--- config.mk ---
export PLATFORM = sky130hd
export DESIGN_NAME = spi_ram_flat
export DESIGN_NICKNAME = d
export VERILOG_FILES = /design/src/rtl/spi_ram_pkg.sv /design/src/rtl/spi_ram_if.sv /design/src/rtl/spi_ram_array.sv /design/src/rtl/spi_ram.sv /design/src/flat_wrapper.sv
export SDC_FILE = /design/constraint.sdc
export NUM_CORES = 2
export LEC_CHECK = 0
export CAP_MARGIN = 20
export CORE_MARGIN = 4
export CORE_UTILIZATION = 23
export CTS_CLUSTER_SIZE = 16
export DETAILED_ROUTE_END_ITERATION = 12
export PLACE_DENSITY = 0.37
export SETUP_SLACK_MARGIN = 0.1
export SYNTH_ARGS = -nofsm -noshare
export SYNTH_HDL_FRONTEND = slang
export SYNTH_SLANG_ARGS = --single-unit
--- constraint.sdc ---
create_clock -name clk -period 6.75 [get_ports clk]
set_input_delay 1.35 -clock clk [delete_from_list [all_inputs] [get_ports clk]]
set_output_delay 1.35 -clock clk [all_outputs]
set_load 0.1 [all_outputs]
--- src/rtl/spi_ram_pkg.sv ---
// rtl/spi_ram_pkg.sv - shared opcodes and sizing defaults for the SPI RAM
package spi_ram_pkg;

    localparam int ADDR_SIZE_DEF = 8;
    localparam int MEM_DEPTH_DEF = 256;

    typedef enum logic [1:0] {
        WR_ADDR = 2'b00,
        WR_DATA = 2'b01,
        RD_ADDR = 2'b10,
        RD_DATA = 2'b11
    } RAM_OP_e;

endpackage

--- src/rtl/spi_ram_if.sv ---
// rtl/spi_ram_if.sv - command/response link between SPI slave and RAM
interface spi_ram_if
    import spi_ram_pkg::*;
#(
    parameter int ADDR_SIZE = ADDR_SIZE_DEF
);
    logic [ADDR_SIZE+1:0] din;
    logic                 rx_valid;
    logic [ADDR_SIZE-1:0] dout;
    logic                 tx_valid;
    logic                 seq_err;

    modport master (
        output din, rx_valid,
        input  dout, tx_valid, seq_err
    );

    modport slave (
        input  din, rx_valid,
        output dout, tx_valid, seq_err
    );
endinterface

--- src/rtl/spi_ram_array.sv ---
// rtl/spi_ram_array.sv - synchronous-write, registered-read storage array
module spi_ram_array #(
    parameter int MEM_DEPTH = 256,
    parameter int ADDR_SIZE = 8
) (
    input  logic                 clk,
    input  logic                 rst_n,
    input  logic                 we,
    input  logic [ADDR_SIZE-1:0] waddr,
    input  logic [ADDR_SIZE-1:0] wdata,
    input  logic                 re,
    input  logic [ADDR_SIZE-1:0] raddr,
    output logic [ADDR_SIZE-1:0] rdata
);
    logic [ADDR_SIZE-1:0] r_mem [MEM_DEPTH];

    // Storage is deliberately left out of reset; only the read register clears.
    always_ff @(posedge clk) begin
        if (we) begin
            r_mem[waddr] <= wdata;
        end
    end

    always_ff @(posedge clk) begin
        if (!rst_n) begin
            rdata <= '0;
        end else if (re) begin
            rdata <= r_mem[raddr];
        end
    end
endmodule

--- src/rtl/spi_ram.sv ---
// rtl/spi_ram.sv - command decode, address registers and sequencing checks
module spi_ram
    import spi_ram_pkg::*;
#(
    parameter int MEM_DEPTH = MEM_DEPTH_DEF,
    parameter int ADDR_SIZE = ADDR_SIZE_DEF,
    parameter bit AUTO_INC  = 1'b0
) (
    input  logic     clk,
    input  logic     rst_n,
    spi_ram_if.slave bus
);
    localparam logic [ADDR_SIZE-1:0] ADDR_ONE = ADDR_SIZE'(1);

    logic [ADDR_SIZE-1:0] r_wr_addr;
    logic [ADDR_SIZE-1:0] r_rd_addr;
    logic                 r_wr_armed;
    logic                 r_rd_armed;
    logic                 r_tx_valid;
    logic                 r_seq_err;

    RAM_OP_e              w_op;
    logic [ADDR_SIZE-1:0] w_payload;
    logic                 w_we;
    logic                 w_re;
    logic                 w_seq_err;
    logic [ADDR_SIZE-1:0] w_rdata;

    assign w_op      = RAM_OP_e'(bus.din[ADDR_SIZE+1:ADDR_SIZE]);
    assign w_payload = bus.din[ADDR_SIZE-1:0];

    always_comb begin
        w_we      = 1'b0;
        w_re      = 1'b0;
        w_seq_err = 1'b0;
        if (bus.rx_valid) begin
            case (w_op)
                WR_DATA: begin
                    w_we      = r_wr_armed;
                    w_seq_err = !r_wr_armed;
                end
                RD_DATA: begin
                    w_re      = r_rd_armed;
                    w_seq_err = !r_rd_armed;
                end
                default: ;
            endcase
        end
    end

    // Address width equals log2(MEM_DEPTH), so the increment wraps naturally.
    always_ff @(posedge clk) begin
        if (!rst_n) begin
            r_wr_addr  <= '0;
            r_rd_addr  <= '0;
            r_wr_armed <= 1'b0;
            r_rd_armed <= 1'b0;
            r_tx_valid <= 1'b0;
            r_seq_err  <= 1'b0;
        end else begin
            r_tx_valid <= w_re;
            r_seq_err  <= w_seq_err;
            if (bus.rx_valid) begin
                case (w_op)
                    WR_ADDR: begin
                        r_wr_addr  <= w_payload;
                        r_wr_armed <= 1'b1;
                    end
                    WR_DATA: begin
                        if (w_we && AUTO_INC) begin
                            r_wr_addr <= r_wr_addr + ADDR_ONE;
                        end
                    end
                    RD_ADDR: begin
                        r_rd_addr  <= w_payload;
                        r_rd_armed <= 1'b1;
                    end
                    RD_DATA: begin
                        if (w_re && AUTO_INC) begin
                            r_rd_addr <= r_rd_addr + ADDR_ONE;
                        end
                    end
                    default: ;
                endcase
            end
        end
    end

    spi_ram_array #(
        .MEM_DEPTH (MEM_DEPTH),
        .ADDR_SIZE (ADDR_SIZE)
    ) u_array (
        .clk   (clk),
        .rst_n (rst_n),
        .we    (w_we),
        .waddr (r_wr_addr),
        .wdata (w_payload),
        .re    (w_re),
        .raddr (r_rd_addr),
        .rdata (w_rdata)
    );

    assign bus.dout     = w_rdata;
    assign bus.tx_valid = r_tx_valid;
    assign bus.seq_err  = r_seq_err;
endmodule

--- src/flat_wrapper.sv ---
// flat-port wrapper written by rule: the top's interface ports become plain ports
module spi_ram_flat import spi_ram_pkg::*;
#(
    parameter int MEM_DEPTH = MEM_DEPTH_DEF,
    parameter int ADDR_SIZE = ADDR_SIZE_DEF,
    parameter bit AUTO_INC  = 1'b0
)
  (clk, rst_n, bus_din, bus_rx_valid, bus_dout, bus_tx_valid, bus_seq_err);
  spi_ram_if #(.ADDR_SIZE(ADDR_SIZE)) bus_i ();
  input  logic clk;
  input  logic rst_n;
  input wire logic [$bits(bus_i.din)-1:0] bus_din;
  input wire logic [$bits(bus_i.rx_valid)-1:0] bus_rx_valid;
  output wire logic [$bits(bus_i.dout)-1:0] bus_dout;
  output wire logic [$bits(bus_i.tx_valid)-1:0] bus_tx_valid;
  output wire logic [$bits(bus_i.seq_err)-1:0] bus_seq_err;
  assign bus_i.din = bus_din;
  assign bus_i.rx_valid = bus_rx_valid;
  assign bus_dout = bus_i.dout;
  assign bus_tx_valid = bus_i.tx_valid;
  assign bus_seq_err = bus_i.seq_err;
  spi_ram #(.MEM_DEPTH(MEM_DEPTH), .ADDR_SIZE(ADDR_SIZE), .AUTO_INC(AUTO_INC)) u_core (.clk(clk), .rst_n(rst_n), .bus(bus_i));
endmodule
==> After elaboration in Yosys (flattened, before gate mapping) <==
Memory sizes are Yosys's and may differ from the RTL's. A register that Yosys moved wholly into a read port is not among the register bits.
Index checks and enable logic that the tools add are counted.
{ "totals": {"input_bits": 13, "output_inout_bits": 10, "ff_bits": 20, "romBits": 0, "memories": 1, "elab_cells": 24, "latchBits": 0, "ram_bits": 2048} }
{ "classes": {"magnitude_cmp": 0, "add_sub_neg": 0, "mux": 7, "shifts": 0, "mul": 0, "n_reduce_logical": 7, "div": 0, "eq_ne": 3, "bitwise_logic": 0} }
{ "memory_table": {"columns": ["name", "words", "width", "rd", "rd_clocked_by_memory_dff", "write_ports", "line", "source"], "rows": [
  ["u_core.u_array.r_mem", 256, 8, 1, 1, 1, "spi_ram_array.sv:15", "logic [ADDR_SIZE-1:0] r_mem [MEM_DEPTH];"]
]} }
{ "op_table": {"columns": ["cell", "count"], "rows": [
  ["two-way mux 1 bit", 6],
  ["AND reduction 2 bit", 3],
  ["== test 2 bit, second input constant", 2],
  ["zero test 1 bit", 3],
  ["== test 2 x 1 -> 1 bit, second input constant", 1],
  ["zero test 2 bit", 1],
  ["one-hot mux 1 bit (2 select lines)", 1]
]} }

==> Depth between registers and ports, before layout <==
{ "depth": {"word_depth": 5, "ltp_mapped": 13, "ltp_nobuf": 7} }

==> By module <==
From an unflattened synthesis, not the netlist that was laid out.
{ "unflattened": {"cells_unflattened": 4017, "area_unflattened_um2": 81554.5} }
{ "by_module_without_submodules": {"columns": ["module", "seq_area_each_um2", "area_each_um2", "cells_per_inst", "instances"], "rows": [
  ["spi_ram_array", 61659.1, 80782.5, 3939, 1],
  ["spi_ram", 400.4, 772.0, 78, 1]
]} }

==> Least setup slack after synthesis <==
No wires, ideal clock.
{ "synth_timing": {"path_type": "in2reg", "from": "in bus_rx_valid", "to": "mem u_core.u_array.r_mem[102][0] (enable)", "setup_slack_ns": 3.328, "stages": 6, "n_path_buf": 2, "setup_ns": 0.370, "arrival_time_ns": 3.051, "t_required_ns": 6.380, "path_cell_list": "nand2_1 > nor3_1 > clkbuf_1 > nand3_1 > clkbuf_1 > nor2_1"} }
{ "synth_via": {"elab_chain_cells": 3} }
{ "synth_rtl": {"columns": ["element", "line", "source"], "rows": [
  ["from (decl)", "flat_wrapper.sv:13", "input wire logic [$bits(bus_i.rx_valid)-1:0] bus_rx_valid;"],
  ["two-way mux 1 bit", "spi_ram.sv:36", "if (bus.rx_valid) begin"],
  ["two-way mux 1 bit", "spi_ram_array.sv:19", "if (we) begin"],
  ["two-way mux 1 bit (implied by the code)", "spi_ram_array.sv:20", "r_mem[waddr] <= wdata;"],
  ["to (decl)", "spi_ram_array.sv:15", null]
]} }
No other way between the ends.

==> summary.md <==
| Metric | Value |
|---|---|
| Status | finished clean |
| Clk pwr share | 45.6% |
| R2r worst-path depth | 11 |
| Post-CTS sizing | 0 |
| Primary FF master, synth | edfxtp_1 |
| Total global routing overflow | 0 |
| Critical Path Most Common Cell | buf_4 |
| Routed WL per cell | ~29 µm |
| YS warnings | 0 |
| Multi-input gate area | 0.0173 mm² |
| Num Clock Sinks | 2076 |
| Max-Cap Viols | 0 |
| Worst hold stages | 1 |
| Crit-path max cell delay | 0.91 ns |
| Fillers | 34826 |
| Combinational family with the most area after synthesis | multiplexers |
| First-pass DRT Iterations | 5 |
| Die height | 602 µm |
| CP endpoint kind | register |
| CP max stage cell | a2111oi_0 |
| Placed cell area | 0.0868 mm² |
| Xor/xnor cell area share of the yosys netlist | 0% |
| Slew Limit Fails | 0 |
| Fmax | 0.232 GHz |
| DRC | 0 |
| Seq pwr share | 51.1% |
| NumNets Final | 4127 |
| Yosys reg bits | 2076 |
| Synth Area in Compound Gates | 3.24% |
| Die X-Extent | roughly 600 µm |
| Final Hold Viols | 0 |
| First-pass GRT wire length | 351 mm |
| Register Area | 0.0621 mm² |
| Cell Pwr Density | 294 mW/mm² |
| Crit Path Max Fanout | 41 |
| Internal Power | 0.0218 W |
| Sequential fraction of the synthesis area | approximately 77% |
| Worst IR drop on VDD | 0.224 mV |
| Vias/cell | 4.45 |
| Final hold slack | 0.467 ns |
| Final Skew | 0.0968 ns |
| Worst Path Arrival | 5.08 ns |
| RSZ-0062 raised after global routing | false |
| CTS tree | yes |
| Logic pwr share | 3.3% |
| Total GRT Usage | 13.7% |
| Critical Path Start Type | register |
| CTS clock-pin slew for the worst setup and hold paths | 0.06 ns |
| GPL Wtd Cong | 0.764 |
| Relative slew slack | between 20% and 30% |
| Post-Syn Instances | 3969 |
| Top post-synthesis cells by count | edfxtp_1 (2048), mux4_2 (394), nor2_1 (307) |
| Setup tns final | 0 ns |
| Critical Path RT | 7.51 ns |
| Least-Margin Pin Slew | 1.15 ns |
| Syn-to-layout area delta | 16.3% |
| Mux cell area share after synthesis | 14.7% |
| Sw power | 0.00595 W |
| Total CTS buffers | between 200 and 250 |
| Synth Cell Area | 0.0811 mm² |
| Top cells by area, synth | edfxtp_1 (76%), mux4_2 (11%), mux2i_1 (3.2%), nor2_1 (1.4%), dfxtp_1 (0.69%) |
| Post-DP HPWL | 159 mm |
| Detailed Route Iter0 Violations | 3693 |
| Die area | 0.362 mm² |
| CTS Hold Bufs | 0 |
| Pre-CTS setup slack | 1.62 ns |
| Share of cells above drive strength 1 | a little over a fifth |
| Clock latency on the worst-skew pair | 0.91 ns |
| Final Setup Violations | 0 |
| Most frequent cell after synthesis | edfxtp_1 |
| Antenna-violating nets left | 0 |
| Final Cell Area | 0.0942 mm² |
| Final WL | roughly 260 mm |
| Antenna violations before repair | 20 |
| Switching fraction of total power | 21.5% |
| Site row count | 217 |
| Leakage | 27.3 nW |
| Clock root cell | clkbuf_16 |
| Syn avg cell area | 20.4 µm² |
| Core area | 0.350 mm² |
| Number of global-route vias before repair | 41513 |
| Post-synth EDFFs | 2048 |
| Setup Buffers After CTS | 0 |
| Synthesized Nets | 3982 |
| Largest net degree at the start of global routing | 127 |
| Synth area leader | edfxtp_1 |
| Vias | around 40000 |
| Final core utilization | 26.9% |
| HP Class | register to register |
| Synth unique cells | 67 |
| Starting Density | 23.1% |
| Synth top area share | 75.9% |
| Ports | 23 |
| CTS Buffer Depth | 4 |
| CP cell instances | buf_4 -> buf_12 -> buf_4 -> mux4_2 -> nand2_1 -> a21oi_1 -> a2111oi_0 -> buf_4 -> nor4_1 -> nand3_1 -> nand3_1 |
| CTS H-Tree Depth | 4 |
| Synth Area in Simple Gates | under 10% |
| Async SR Flop Fraction | 0% |
| Minimum clock period | 4.31 ns |
| Crit path kind | register to register |
| Crit share post-route | 63.9% |
| Setup ws final | 2.44 ns |
| Port bufs | 22 |
| Adder-cell share of the synthesized area | 0% |
==> critical path: cells and delay by family (launching register included) <==
kind	cells	cell delay, ns
AO/OA/AOI/OAI	2	1.04
buffers and inverters	4	1.41
flip-flops	1	0.65
multiplexers	1	0.54
AND/OR/NAND/NOR	4	0.47
==> flip-flops by register name, indices dropped and copies added, names as in the netlist <==
| signal | flops |
|---|---|
| u_core.r_rd_armed | 1 |
| u_core.u_array.r_mem | 2048 |
| u_core.bus.tx_valid | 1 |
| u_core.u_array.rdata | 8 |
| u_core.bus.seq_err | 1 |
| u_core.r_wr_armed | 1 |
| u_core.r_rd_addr | 8 |
| u_core.r_wr_addr | 8 |
==> cells by family (layout without fill, tap and decap cells) <==
logic type / after synthesis / in the layout
other: 0 / 10
AND/OR/NAND/NOR: 606 / 606
AO/OA/AOI/OAI: 368 / 368
flip-flops: 2076 / 2076
multiplexers: 672 / 672
buffers and inverters: 247 / 578
==> routing by layer <==
| metal | vias to the layer above | global-route usage [%] | part of all wire [%] |
|---|---|---|---|
| met3 | 334 | 2.71 | 5.1 |
| met5 | - | 0 | 0.0027 |
| li1 | 16814 | - | - |
| met4 | 2 | 4.12 | 2.9 |
| met2 | 1122 | 21.8 | 47 |
| met1 | 21389 | 18.9 | 45 |
==> layout by cell type (no fill, tap or decap), types with 10 or more instances in the layout <==
cell                n
clkinv_1           44
nor2_1            304
clkdlybuf4s50_1    14
clkbuf_1           29
clkinv_2           61
buf_4             112
buf_12             19
diode_2            10
nand3_1            49
edfxtp_1         2048
buf_8              10
mux4_1             16
nand4_1            17
clkbuf_16         228
nand2_1           119
a211oi_1           24
a21oi_1            62
bufinv_16          31
mux2i_1           258
o221ai_1           51
nor3_1             22
dfxtp_1            24
o21ai_0            24
a22o_1             11
clkinvlp_4         11
mux4_2            394
a2111oi_0          16
o22ai_1            75
nor2b_1            28
nor4_1             13
a22oi_1            54
==> power groups by stage <==
| stage | logic [W] | registers, W | clock network [W] |
|---|---|---|---|
| detailed placement | 0.000944 | 0.0145 | 0 |
| global route | 0.000972 | 0.0142 | 0.0136 |
| global placement | 0.000947 | 0.0145 | 0 |
| floorplan | 0.000423 | 0.0144 | 0 |
| CTS | 0.000944 | 0.0142 | 0.0130 |
| finish | 0.000913 | 0.0142 | 0.0126 |
==> path summary, 6_finish.rpt <==
check                                    startpoint                       to  slack (ns)
worst min register to register    u_core.r_wr_armed        u_core.r_wr_armed        0.47
worst max register to register  u_core.r_rd_addr[0]  u_core.u_array.rdata[4]        2.44
worst min-delay path              u_core.r_wr_armed        u_core.r_wr_armed        0.47
worst max-delay path            u_core.r_rd_addr[0]  u_core.u_array.rdata[4]        2.44
==> through the flow <==
step                      cells  power (W)
after floorplan            3969     0.0149
after global placement     8479     0.0154
after detailed placement   8484     0.0154
after CTS                  8899     0.0281
after global routing       8900     0.0287
final                      8909     0.0277
==> layout make-up <==
cell class	count	area share (%)
Sequential cell	2076	65.9
Multi-Input combinational cell	1646	18.4
Clock buffer	257	6.17
Tap cell	4599	6.11
Clock inverter	158	1.74
Timing Repair Buffer	158	1.67
Antenna cell	10	0.0266
Inverter	5	0.0252
No activity file was read; power rests on OpenSTA's default activity.
